## config.mk

```make
export PLATFORM = sky130hd
export DESIGN_NAME = bk_adder_32b_flat
export DESIGN_NICKNAME = d
export VERILOG_FILES = /design/src/rtl/bk_adder_32b_pkg.sv /design/src/rtl/bk_adder_32b_if.sv /design/src/rtl/bk_adder_32b_prefix_cell.sv /design/src/rtl/bk_adder_32b.sv /design/src/flat_wrapper.sv
export SDC_FILE = /design/constraint.sdc
export NUM_CORES = 1
export LEC_CHECK = 0
export ABC_AREA = 1
export CAP_MARGIN = 20
export CORE_MARGIN = 2
export CORE_UTILIZATION = 38
export CTS_CLUSTER_DIAMETER = 40
export DETAILED_ROUTE_END_ITERATION = 12
export HOLD_SLACK_MARGIN = 0.02
export PLACE_DENSITY = 0.78
export SYNTH_ARGS = -nofsm -noshare
export SYNTH_HDL_FRONTEND = slang
export SYNTH_SLANG_ARGS = --single-unit
```

## constraint.sdc

```tcl
create_clock -name clk -period 2.6 [get_ports clk]
set_input_delay 0.39 -clock clk [delete_from_list [all_inputs] [get_ports clk]]
set_output_delay 0.39 -clock clk [all_outputs]
set_load 0.02 [all_outputs]
```

## src/rtl/bk_adder_32b_pkg.sv

```systemverilog
// Shared types for the Brent-Kung adder: operand width, tree depth and the
// generate/propagate pair with its prefix operator.
package bk_pkg;

    localparam int WIDTH = 32;
    localparam int LOG2W = 5;

    typedef struct packed {
        logic g;
        logic p;
    } pg_t;

    // (G,P) o (G',P') = (G | P&G', P&P'); hi is the more significant group.
    function automatic pg_t pg_combine(pg_t hi, pg_t lo);
        pg_t res;
        res.g = hi.g | (hi.p & lo.g);
        res.p = hi.p & lo.p;
        return res;
    endfunction

endpackage

```

## src/rtl/bk_adder_32b_if.sv

```systemverilog
// Operand/result bundle for bk_adder_32b; the master drives operands and
// reads the registered 33-bit sum.
interface bk_adder_32b_if;
    import bk_pkg::*;

    logic [WIDTH-1:0] a;
    logic [WIDTH-1:0] b;
    logic             cin;
    logic [WIDTH:0]   sum;

    modport master (output a, output b, output cin, input sum);
    modport slave  (input a, input b, input cin, output sum);

endinterface

```

## src/rtl/bk_adder_32b_prefix_cell.sv

```systemverilog
// One node of the prefix tree. A gray cell only produces a valid G; its P is
// forced low because the group it covers already reaches bit 0.
module bk_prefix_cell
    import bk_pkg::*;
#(
    parameter bit GRAY = 1'b0
) (
    input  pg_t hi,
    input  pg_t lo,
    output pg_t o
);

    // NOTE: every always_comb output gets a full default first, so no path
    // through the block can leave it unassigned and infer a latch.
    always_comb begin
        o = pg_combine(hi, lo);
        if (GRAY) begin
            o.p = 1'b0;
        end
    end

endmodule

```

## src/rtl/bk_adder_32b.sv

```systemverilog
// 32-bit Brent-Kung parallel-prefix adder with carry-in; the 33-bit result
// (carry-out in the MSB) is registered, giving a fixed one-cycle latency.
module bk_adder_32b
    import bk_pkg::*;
(
    input  logic           clk,
    input  logic           rst_n,
    bk_adder_32b_if.slave  bus
);

    logic [WIDTH-1:0] p_bit;
    pg_t              pg0 [WIDTH];
    logic [WIDTH:0]   carry;
    logic [WIDTH-1:0] fin_p;
    logic [WIDTH:0]   sum_d;
    logic [WIDTH:0]   sum_q;

    assign p_bit = bus.a ^ bus.b;

    // cin is folded into bit 0, so bit 0 is already a complete prefix and the
    // rest of the tree never has to see the carry-in.
    always_comb begin
        for (int i = 0; i < WIDTH; i++) begin
            pg0[i].g = bus.a[i] & bus.b[i];
            pg0[i].p = p_bit[i];
        end
        pg0[0].g = (bus.a[0] & bus.b[0]) | (p_bit[0] & bus.cin);
        pg0[0].p = 1'b0;
    end

    // Up-sweep: level k joins i = m*2^k - 1 with i - 2^(k-1).
    for (genvar k = 1; k <= LOG2W; k++) begin : g_up
        localparam int SPAN = 1 << k;
        localparam int OFF  = 1 << (k - 1);
        pg_t prev [WIDTH];
        pg_t node [WIDTH];

        if (k == 1) begin : g_src
            assign prev = pg0;
        end else begin : g_src
            assign prev = g_up[k-1].node;
        end

        for (genvar i = 0; i < WIDTH; i++) begin : g_bit
            if ((i + 1) % SPAN == 0) begin : g_cell
                bk_prefix_cell #(.GRAY(i == SPAN - 1)) u_cell (
                    .hi (prev[i]),
                    .lo (prev[i-OFF]),
                    .o  (node[i])
                );
            end else begin : g_pass
                assign node[i] = prev[i];
            end
        end
    end

    // Down-sweep: fills i = m*2^k + 2^(k-1) - 1 from an already complete prefix.
    for (genvar d = 1; d < LOG2W; d++) begin : g_dn
        localparam int OFF  = 1 << (LOG2W - 1 - d);
        localparam int SPAN = OFF * 2;
        pg_t prev [WIDTH];
        pg_t node [WIDTH];

        if (d == 1) begin : g_src
            assign prev = g_up[LOG2W].node;
        end else begin : g_src
            assign prev = g_dn[d-1].node;
        end

        for (genvar i = 0; i < WIDTH; i++) begin : g_bit
            if (((i + 1) % SPAN == OFF) && (i >= SPAN)) begin : g_cell
                bk_prefix_cell #(.GRAY(1'b1)) u_cell (
                    .hi (prev[i]),
                    .lo (prev[i-OFF]),
                    .o  (node[i])
                );
            end else begin : g_pass
                assign node[i] = prev[i];
            end
        end
    end

    always_comb begin
        carry[0] = bus.cin;
        for (int i = 0; i < WIDTH; i++) begin
            carry[i+1] = g_dn[LOG2W-1].node[i].g;
            fin_p[i]   = g_dn[LOG2W-1].node[i].p;
        end
        // Every final node spans down to bit 0, so no group propagate survives.
        assert (fin_p == '0);
        sum_d = {carry[WIDTH], p_bit ^ carry[WIDTH-1:0]};
    end

    // NOTE: state is updated with non-blocking assignments so every flop
    // samples the pre-edge value regardless of process ordering.
    always_ff @(posedge clk) begin
        if (!rst_n) begin
            sum_q <= '0;
        end else begin
            sum_q <= sum_d;
        end
    end

    assign bus.sum = sum_q;

endmodule

```

## src/flat_wrapper.sv

```systemverilog
// flat-port wrapper written by rule: the top's interface ports become plain ports
module bk_adder_32b_flat import bk_pkg::*;
  (clk, rst_n, bus_a, bus_b, bus_cin, bus_sum);
  bk_adder_32b_if bus_i ();
  input  logic clk;
  input  logic rst_n;
  input wire logic [$bits(bus_i.a)-1:0] bus_a;
  input wire logic [$bits(bus_i.b)-1:0] bus_b;
  input wire logic [$bits(bus_i.cin)-1:0] bus_cin;
  output wire logic [$bits(bus_i.sum)-1:0] bus_sum;
  assign bus_i.a = bus_a;
  assign bus_i.b = bus_b;
  assign bus_i.cin = bus_cin;
  assign bus_sum = bus_i.sum;
  bk_adder_32b u_core (.clk(clk), .rst_n(rst_n), .bus(bus_i));
endmodule
```

### Yosys cells after proc, flatten, opt, wreduce, memory -nomap -nowiden

Cells that the tools add are included.

* bits in registers: 33
* input bits: 67
* output and inout port bits: 33
* word-level logic and storage cells: 177

* bitwise logic cells: 176

Operators with widths (number)
* 1-bit bitwise AND: 116
* 32-bit XOR: 2
* 1-bit OR: 58

### Depth between registers and ports, before layout

Gate-level depths: netlist of run 1.

* depth after elaboration: 20
* gate-level depth with buffers: 19
* gate-level depth less buffers: 19

### By module

Synthesis of run 1 repeated with hierarchy kept, for this count alone.

* cells, all modules: 483
* area, all modules: 2812.7 sq um

By module, submodules not included
* bk_adder_32b: times used 1, cells each 198, area each 1626.6 sq um, sequential area each 660.6 sq um
* bk_prefix_cell at u_core.g_dn[1].g_bit[23].g_cell.u_cell ...: times used 31, cells each 5, area each 22.5 sq um, sequential area each 0.0 sq um
* bk_prefix_cell at u_core.g_up[1].g_bit[11].g_cell.u_cell ...: times used 26, cells each 5, area each 18.8 sq um, sequential area each 0.0 sq um

### Worst setup path before layout of run 1

OpenSTA, ideal clock, no wires.

* path type: input -> register
* start: in bus_cin
* end: reg u_core.sum_q[31] (netlist: u_core.bus.sum[31])
* setup time: 0.128 ns
* arrival: 2.372 ns
* required time: 2.472 ns
* slack: 0.101 ns
* cell stages on the path: 19
* buffers on the path: 0
* cell sequence: inv_1 -> fa_1 -> inv_1 -> fa_1 -> nand3_1 -> nand3_2 -> nand2_1 -> nand2_2 -> nand2_1 -> nand2_2 -> nand2_2 -> nand2_4 -> nand2_4 -> nand2_4 -> nand2_2 -> nand2_2 -> fa_1 -> xnor2_1 -> nor2_1

* longest elaborated chain between the ends: 19

RTL lines
* start: declaration: RTL line flat_wrapper.sv:9 `input wire logic [$bits(bus_i.cin)-1:0] bus_cin;`
* 1-bit bitwise AND: RTL line bk_adder_32b.sv:27 `pg0[0].g = (bus.a[0] & bus.b[0]) | (p_bit[0] & bus.cin);`
* 1-bit OR: RTL line bk_adder_32b.sv:27
* 1-bit bitwise AND: RTL line bk_adder_32b_pkg.sv:16 `res.g = hi.g | (hi.p & lo.g);`
* 1-bit OR: RTL line bk_adder_32b_pkg.sv:16
* 1-bit bitwise AND: RTL line bk_adder_32b_pkg.sv:16
* 1-bit OR: RTL line bk_adder_32b_pkg.sv:16
* 1-bit bitwise AND: RTL line bk_adder_32b_pkg.sv:16
* 1-bit OR: RTL line bk_adder_32b_pkg.sv:16
* [... 3 more ...]
* 1-bit OR: RTL line bk_adder_32b_pkg.sv:16
* 1-bit bitwise AND: RTL line bk_adder_32b_pkg.sv:16
* 1-bit OR: RTL line bk_adder_32b_pkg.sv:16
* 1-bit bitwise AND: RTL line bk_adder_32b_pkg.sv:16
* 1-bit OR: RTL line bk_adder_32b_pkg.sv:16
* 1-bit bitwise AND: RTL line bk_adder_32b_pkg.sv:16
* 1-bit OR: RTL line bk_adder_32b_pkg.sv:16
* 32-bit XOR: RTL line bk_adder_32b.sv:91 `sum_d = {carry[WIDTH], p_bit ^ carry[WIDTH-1:0]};`
* end signal: assignment: RTL line bk_adder_32b.sv:100 `sum_q <= sum_d;`
* end: declaration: RTL line bk_adder_32b.sv:16 `logic [WIDTH:0] sum_q;`

No other way between the ends.
A chain may end at the register's enable or synchronous reset.

### Worst setup path in the final report of run 1

* start: in bus_b[0]
* end: reg u_core.sum_q[20] (netlist: u_core.bus.sum[20])

* longest elaborated chain between the ends: 14
* elaborated cells on any way between the ends: 15
* those cells by class: 15 x bitwise

RTL lines
* start: declaration: RTL line flat_wrapper.sv:8 `input wire logic [$bits(bus_i.b)-1:0] bus_b;`
* 32-bit XOR: RTL line bk_adder_32b.sv:18 `assign p_bit = bus.a ^ bus.b;`
* 1-bit bitwise AND: RTL line bk_adder_32b.sv:27
* 1-bit OR *: RTL line bk_adder_32b.sv:27
* 1-bit bitwise AND *: RTL line bk_adder_32b_pkg.sv:16
* 1-bit OR *: RTL line bk_adder_32b_pkg.sv:16
* 1-bit bitwise AND *: RTL line bk_adder_32b_pkg.sv:16
* 1-bit OR *: RTL line bk_adder_32b_pkg.sv:16
* 1-bit bitwise AND *: RTL line bk_adder_32b_pkg.sv:16
* 1-bit OR *: RTL line bk_adder_32b_pkg.sv:16
* 1-bit bitwise AND *: RTL line bk_adder_32b_pkg.sv:16
* 1-bit OR *: RTL line bk_adder_32b_pkg.sv:16
* 1-bit bitwise AND *: RTL line bk_adder_32b_pkg.sv:16
* 1-bit OR *: RTL line bk_adder_32b_pkg.sv:16
* 32-bit XOR *: RTL line bk_adder_32b.sv:91
* named net u_core.sum_d[20]: RTL line bk_adder_32b.sv:15 `logic [WIDTH:0] sum_d;`

The timed path passes the listed nets; every way through them passes the cells marked *.

==> flow_summary.yaml, run 1 <==
floorplanning:
  coreArea_um2: 5574
  fp.dieH_um: 80.41
  die_x_um: 80.41
  start_util_pct: 39.80
  rows: 27
  dieArea_um2: 6465
  ios: 100
cts:
  cts_root_buf: "clkbuf_8"
  h-tree-depth: 2
  numClockSinks: 33
  cts_buffer_depth: 2
  numCtsBuffers: 5
  clkSlewWorstSetupHoldPaths_ns: 0.07
  ctsHoldBuffers: 0
  cts_tree: "yes"
route:
  first_pass_iters: 4
  post_drt_wl_per_cell_um: 11.98
  drc: 0
  detail-route-antenna-nets: 0
  drt_iter0_drc: 40
  drt-total-wl_mm: 5.489
  vias: 2038
  route.detailed.vias_per_inst: 4.450
worst_hold_path:
  hold_path_end: "u_core.bus.sum[14]"
  whs_path_depth: 4
  hold_path.class: "in2reg"
  min-delay-start: "bus_a[14]"
final_layout:
  largest_reg_flops: 33
  num-nets-final: 499
  num_antenna_cells: 0
  final_core_utilization_pct: 65.68
  layout-area-overhead-vs-synth_pct: 65.03
  drive_above_1_share_pct: 18.39
synth:
  synth_cells: 252
  synth_area_per_cell_um2: 8.803
  seq_area_frac_synth_pct: 29.78
  ys_ff_latch: 33
  yosys_warnings: 0
  synth_area_um2: 2218
  ys_types: 25
  synth_fp_nets: 366
sta:
  worst_pin_slew_ns: 0.7176
  post-route-period-util_pct: 95.09
  clock.fmax_mhz: 404.5
  hold_viol_final: 0
  max_slew_margin_pct: 52.11
  setup_violations: 0
  finalCriticalPeriod_ns: 2.472
  timing.final.ws_setup_ns: 0.1276
  final_max_slew_viol_count: 0
grt:
  grt_overflow: 0
  antenna_found_initial: 0
  grt_max_degree: 22
  grt_pass1_vias: 2102
  grt_first_pass_wirelength_mm: 8.956
  grtUsageTotal_pct: 18.08
critical_path:
  cp.required_ns: 2.84
  start_kind: "input port"
  critical_path_class: "in2reg"
  cp-end-kind: "flop"
  cp_max_fo: 3
  cp.arrival_ns: 2.71
place:
  io_buffers: 99
  gp_congestion: 0.8825
  dp_hpwl_mm: 4.450
  dp_slack_ns: -0.4898
power_and_ir_drop:
  power.internal_uw: 1218
  pwr-share-clk_pct: 24.5
  power_density_nw_per_um2: 487.0
  leakage_uw: 0.001786
  p_seq_share_pct: 33.4
  power_switching_uw: 564.5
  p_sw_share_pct: 31.66
  combPwrFrac_pct: 42.1
  peakVddDrop_v: 0.0002490
outcome:
  status: "finished, final reports clean"
job:
  cap_violations: 0
-- timing repair --
action | 4_1_cts | 5_1_grt
gates resized for setup | 13 | 8
endpoints found under the setup margin | 15 | 12
pin swaps | 14 | 7
buffers inserted | 8 | 0
-- through the flow --
| step | total power, uW | hold WS (ns) | instance area (um^2) | TNS [ns] | instances |
|---|---|---|---|---|---|
| after floorplan | 968.0 | 0.4876 | 2218 | 0 | 252 |
| after global placement | 1309 | 1.115 | 3453 | -6.304 | 442 |
| after detailed placement | 1328 | 1.131 | 3453 | -7.824 | 442 |
| after CTS | 1790 | 0.6752 | 3633 | 0 | 458 |
| after global routing | 1893 | 0.6137 | 3661 | -0.04603 | 458 |
| final | 1783 | 0.5773 | 3661 | 0 | 458 |
-- how the worst max path moves through the flow --
stage / from / end / slack (ns) / depth (start not counted)
after detailed placement: bus_b[0] / u_core.bus.sum[31] / -0.49 / 20
after floorplan: bus_cin / u_core.bus.sum[31] / 0.10 / 19
after global routing: bus_a[0] / u_core.bus.sum[20] / -0.02 / 18
after global placement: bus_cin / u_core.bus.sum[31] / -0.38 / 20
final: bus_b[0] / u_core.bus.sum[20] / 0.13 / 18
after CTS: bus_b[0] / u_core.bus.sum[31] / 0.07 / 20
-- critical path, cell delays in order --
cell and delay, ns:
dlygate4sd2_1 0.24, inv_2 0.06, fa_2 0.19, inv_2 0.04
fa_2 0.34, nand3_2 0.09, nand3_2 0.07, nand2_1 0.07
nand2_2 0.06, nand2_2 0.06, nand2_2 0.06, buf_4 0.13
nand2_1 0.06, nand3_2 0.09, buf_4 0.15, fa_2 0.51
nand2_1 0.04, inv_1 0.05
-- power by group through the flow --
stage | clock (uW) | combinational (uW) | sequential [uW]
floorplan | 0 | 272 | 696
global placement | 0 | 703 | 607
detailed placement | 0 | 721 | 607
CTS | 448 | 746 | 596
global route | 465 | 826 | 602
finish | 436 | 750 | 596
-- cells by family after synthesis --
kind of cell,share of synthesized area [%]
flip-flops,29.78
XOR/XNOR,5.922
AND/OR/NAND/NOR,18.56
adder cells (fa/ha/maj),32.26
buffers and inverters,8.122
AO/OA/AOI/OAI,5.358
-- layout by cell type, fill, tap and decap left out, types with 9 or more instances in the layout --
cell type,netlist,layout
a21oi_1,9,9
buf_4,0,30
clkdlybuf4s50_1,0,95
dfxtp_1,33,33
fa_1,17,10
ha_1,30,30
inv_1,45,42
nand2_1,37,35
nand2_2,7,9
nor2_1,28,27
xnor2_1,10,9
-- final cells by class --
class | instances | area [um^2]
flip-flops and latches | 33 | 660.6
fillers | 463 | 1913
clock inverters | 1 | 5.005
repair buffers | 129 | 1215
clock buffers | 7 | 96.34
well taps | 72 | 90.09
multi-input cells | 171 | 1425
inverters | 45 | 168.9
-- synth_stat cells --
cell,number,area share (%)
nand3_2,1,0.45
nand4_1,2,0.56
ha_1,30,17
nand2_2,7,2.0
dfxtp_1,33,30
a31oi_1,2,0.56
a21o_1,2,0.68
nor2_1,28,4.7
nor2_4,1,0.51
a31o_2,1,0.39
xor2_1,5,2.0
o21bai_1,1,0.34
inv_1,45,7.6
o31ai_1,1,0.34
nor2_2,1,0.28
nand3_1,7,1.6
o21ai_0,1,0.23
nand2_1,37,6.3
fa_1,17,15
clkbuf_1,3,0.51
nor3_1,3,0.68
a21oi_1,9,2.0
nand2_4,3,1.5
xnor2_1,10,3.9
a21oi_2,2,0.79
-- metal layers --
metal	global-route usage, %	wire (um)	vias to the layer above
li1	-	-	1044
met1	19.59	2110	932
met2	34.33	3021	52
met3	2.921	235	10
met4	7.627	121	0
met5	0	0	-
Note: power is estimated with default switching activity, not from simulation.
==> run 2, diff against run 1 <==
--- a/config.mk
+++ b/config.mk
@@ -6,6 +6,7 @@
 export NUM_CORES = 1
 export LEC_CHECK = 0
 export ABC_AREA = 1
+export ABC_CLOCK_PERIOD_IN_PS = 2600
 export CAP_MARGIN = 20
 export CORE_MARGIN = 2
 export CORE_UTILIZATION = 38
==> results of run 2 <==
Same layout as run 1: the final DEF is identical, and so are final timing and power.
==> run 3, diff against run 2 <==
==> constraint.sdc (replaced) <==
create_clock -name clk -period 2.6 [get_ports clk]
set_input_delay 0.39 -clock clk [delete_from_list [all_inputs] [get_ports clk]]
set_output_delay 0.39 -clock clk [all_outputs]
set_load 0.1 [all_outputs]
==> run 3 against run 2 <==
Flip-flop and latch count stayed put. First-iteration DRC count increased by 18%. Utilization decreased by 2.1 points. Maximum frequency rose by 1.4%. Clock power is 2% lower. Sequential share of layout area is 0.59 points higher. Die area unchanged.
==> flow_summary.yaml, run 3 (synthesis gave the netlist of run 1 again) <==
outcome:
  status: "finished, final reports clean"
cts:
  ctsHoldBuffers: 0
  cts_root_buf: "clkbuf_8"
  numCtsBuffers: 5
  cts_tree: "yes"
  h-tree-depth: 2
  numClockSinks: 33
  clkSlewWorstSetupHoldPaths_ns: 0.07
  cts_buffer_depth: 2
sta:
  setup_violations: 0
  timing.final.ws_setup_ns: 0.1615
  finalCriticalPeriod_ns: 2.438
  grt_setup_unrepaired: "true"
  final_max_slew_viol_count: 0
  post-route-period-util_pct: 93.79
  fin_setup_tns_ns: 0
  max_slew_margin_pct: 49.96
  worst_pin_slew_ns: 0.7497
  clock.fmax_mhz: 410.1
  hold_viol_final: 0
grt:
  antenna_found_initial: 0
  grt_first_pass_wirelength_mm: 8.397
  grtUsageTotal_pct: 16.83
  grt_max_degree: 22
  grt_pass1_vias: 2051
  grt_overflow: 0
floorplanning:
  start_util_pct: 39.80
  coreArea_um2: 5574
  fp.dieH_um: 80.41
  dieArea_um2: 6465
  die_x_um: 80.41
  ios: 100
  rows: 27
final_layout:
  num_antenna_cells: 0
  layout-area-overhead-vs-synth_pct: 59.79
  num-nets-final: 493
  drive_above_1_share_pct: 25.26
  final_core_utilization_pct: 63.59
  largest_reg_flops: 33
  final_cell_mix: "62 x clkdlybuf4s50_1, 56 x buf_4, 42 x inv_1"
  final_area_um2: 3545
  final_common_cell: "clkdlybuf4s50_1"
place:
  dp_hpwl_mm: 4.371
  io_buffers: 99
  placed_cell_area_um2: 3371
  dp_slack_ns: -0.4412
  gp_congestion: 0.8553
route:
  vias: 2014
  post_drt_wl_per_cell_um: 11.57
  drt-total-wl_mm: 5.229
  detail-route-antenna-nets: 0
  drt_iter0_drc: 47
  route.detailed.vias_per_inst: 4.456
  first_pass_iters: 4
  drc: 0
power_and_ir_drop:
  leakage_uw: 0.001805
  p_total_uw: 2161
  power_density_nw_per_um2: 609.6
  peakVddDrop_v: 0.0003246
critical_path:
  cp_max_fo: 2
  cp.required_ns: 2.78
  start_kind: "input port"
  cp-end-kind: "flop"
  critical_path_class: "in2reg"
  cp.arrival_ns: 2.62
worst_hold_path:
  hold_path.class: "in2reg"
  whs_path_depth: 4
  hold_path_end: "u_core.bus.sum[14]"
  min-delay-start: "bus_b[14]"
job:
  cap_violations: 0
[run 3: final cells by class]
cell class	count	area [um^2]
clock buffers	7	96.34
clock inverters	1	5.005
fillers	484	2029
inverters	45	168.9
multi-input cells	171	1433
flip-flops and latches	33	660.6
well taps	72	90.09
repair buffers	123	1091
[run 3: per-layer routing]
layer  global-route usage, %  up-vias  share of wire (%)
li1                        -     1034                  -
met1                   18.70      907                 39
met2                   31.08       61                 53
met3                   3.708       12                5.8
met4                   6.271        0                2.9
met5                       0        -                  0
[run 3: worst max path at each step]
stage / slack (ns) / endpoint / from / cells after the start
after CTS: 0.03 / u_core.bus.sum[31] / bus_a[0] / 20
after detailed placement: -0.44 / u_core.bus.sum[31] / bus_cin / 20
after global placement: -0.38 / u_core.bus.sum[31] / bus_cin / 20
after floorplan: 0.10 / u_core.bus.sum[31] / bus_cin / 19
final: 0.16 / u_core.bus.sum[14] / bus_a[0] / 17
after global routing: -0.005 / u_core.bus.sum[31] / bus_a[0] / 20
[run 3: critical path: stages]
cell	delay (ns)
dlygate4sd2_1	0.21
inv_2	0.04
fa_2	0.37
inv_2	0.06
fa_2	0.20
nand3_2	0.08
nand3_2	0.08
nand2_2	0.06
nand2_4	0.07
buf_6	0.09
inv_2	0.03
nor2_1	0.12
nor2_2	0.06
o21bai_2	0.17
fa_2	0.47
nand2_1	0.07
inv_1	0.03
[run 3: power breakdown]
group          internal (uW)  switching [uW]  leakage [uW]  total, uW
combinational            367             768       0.00148       1130
sequential               577            20.1      0.000275        597
clock                    239             190     0.0000542        429
total                   1180             978       0.00180       2160
[run 3: what timing repair did]
item                                   4_1_cts  5_1_grt
gates resized for setup                     11       11
setup endpoints to repair                   13       12
gates cloned                                 0        0
endpoints found under the hold margin        0        0
pin swaps                                    8        6
setup buffers                                1        1
[run 3: stage by stage]
stage	hold WS, ns	std cells
floorplan	0.4876	252
finish	0.6237	452
detailed placement	0.8859	442
CTS	0.6693	451
global placement	0.8853	442
global route	0.6406	452
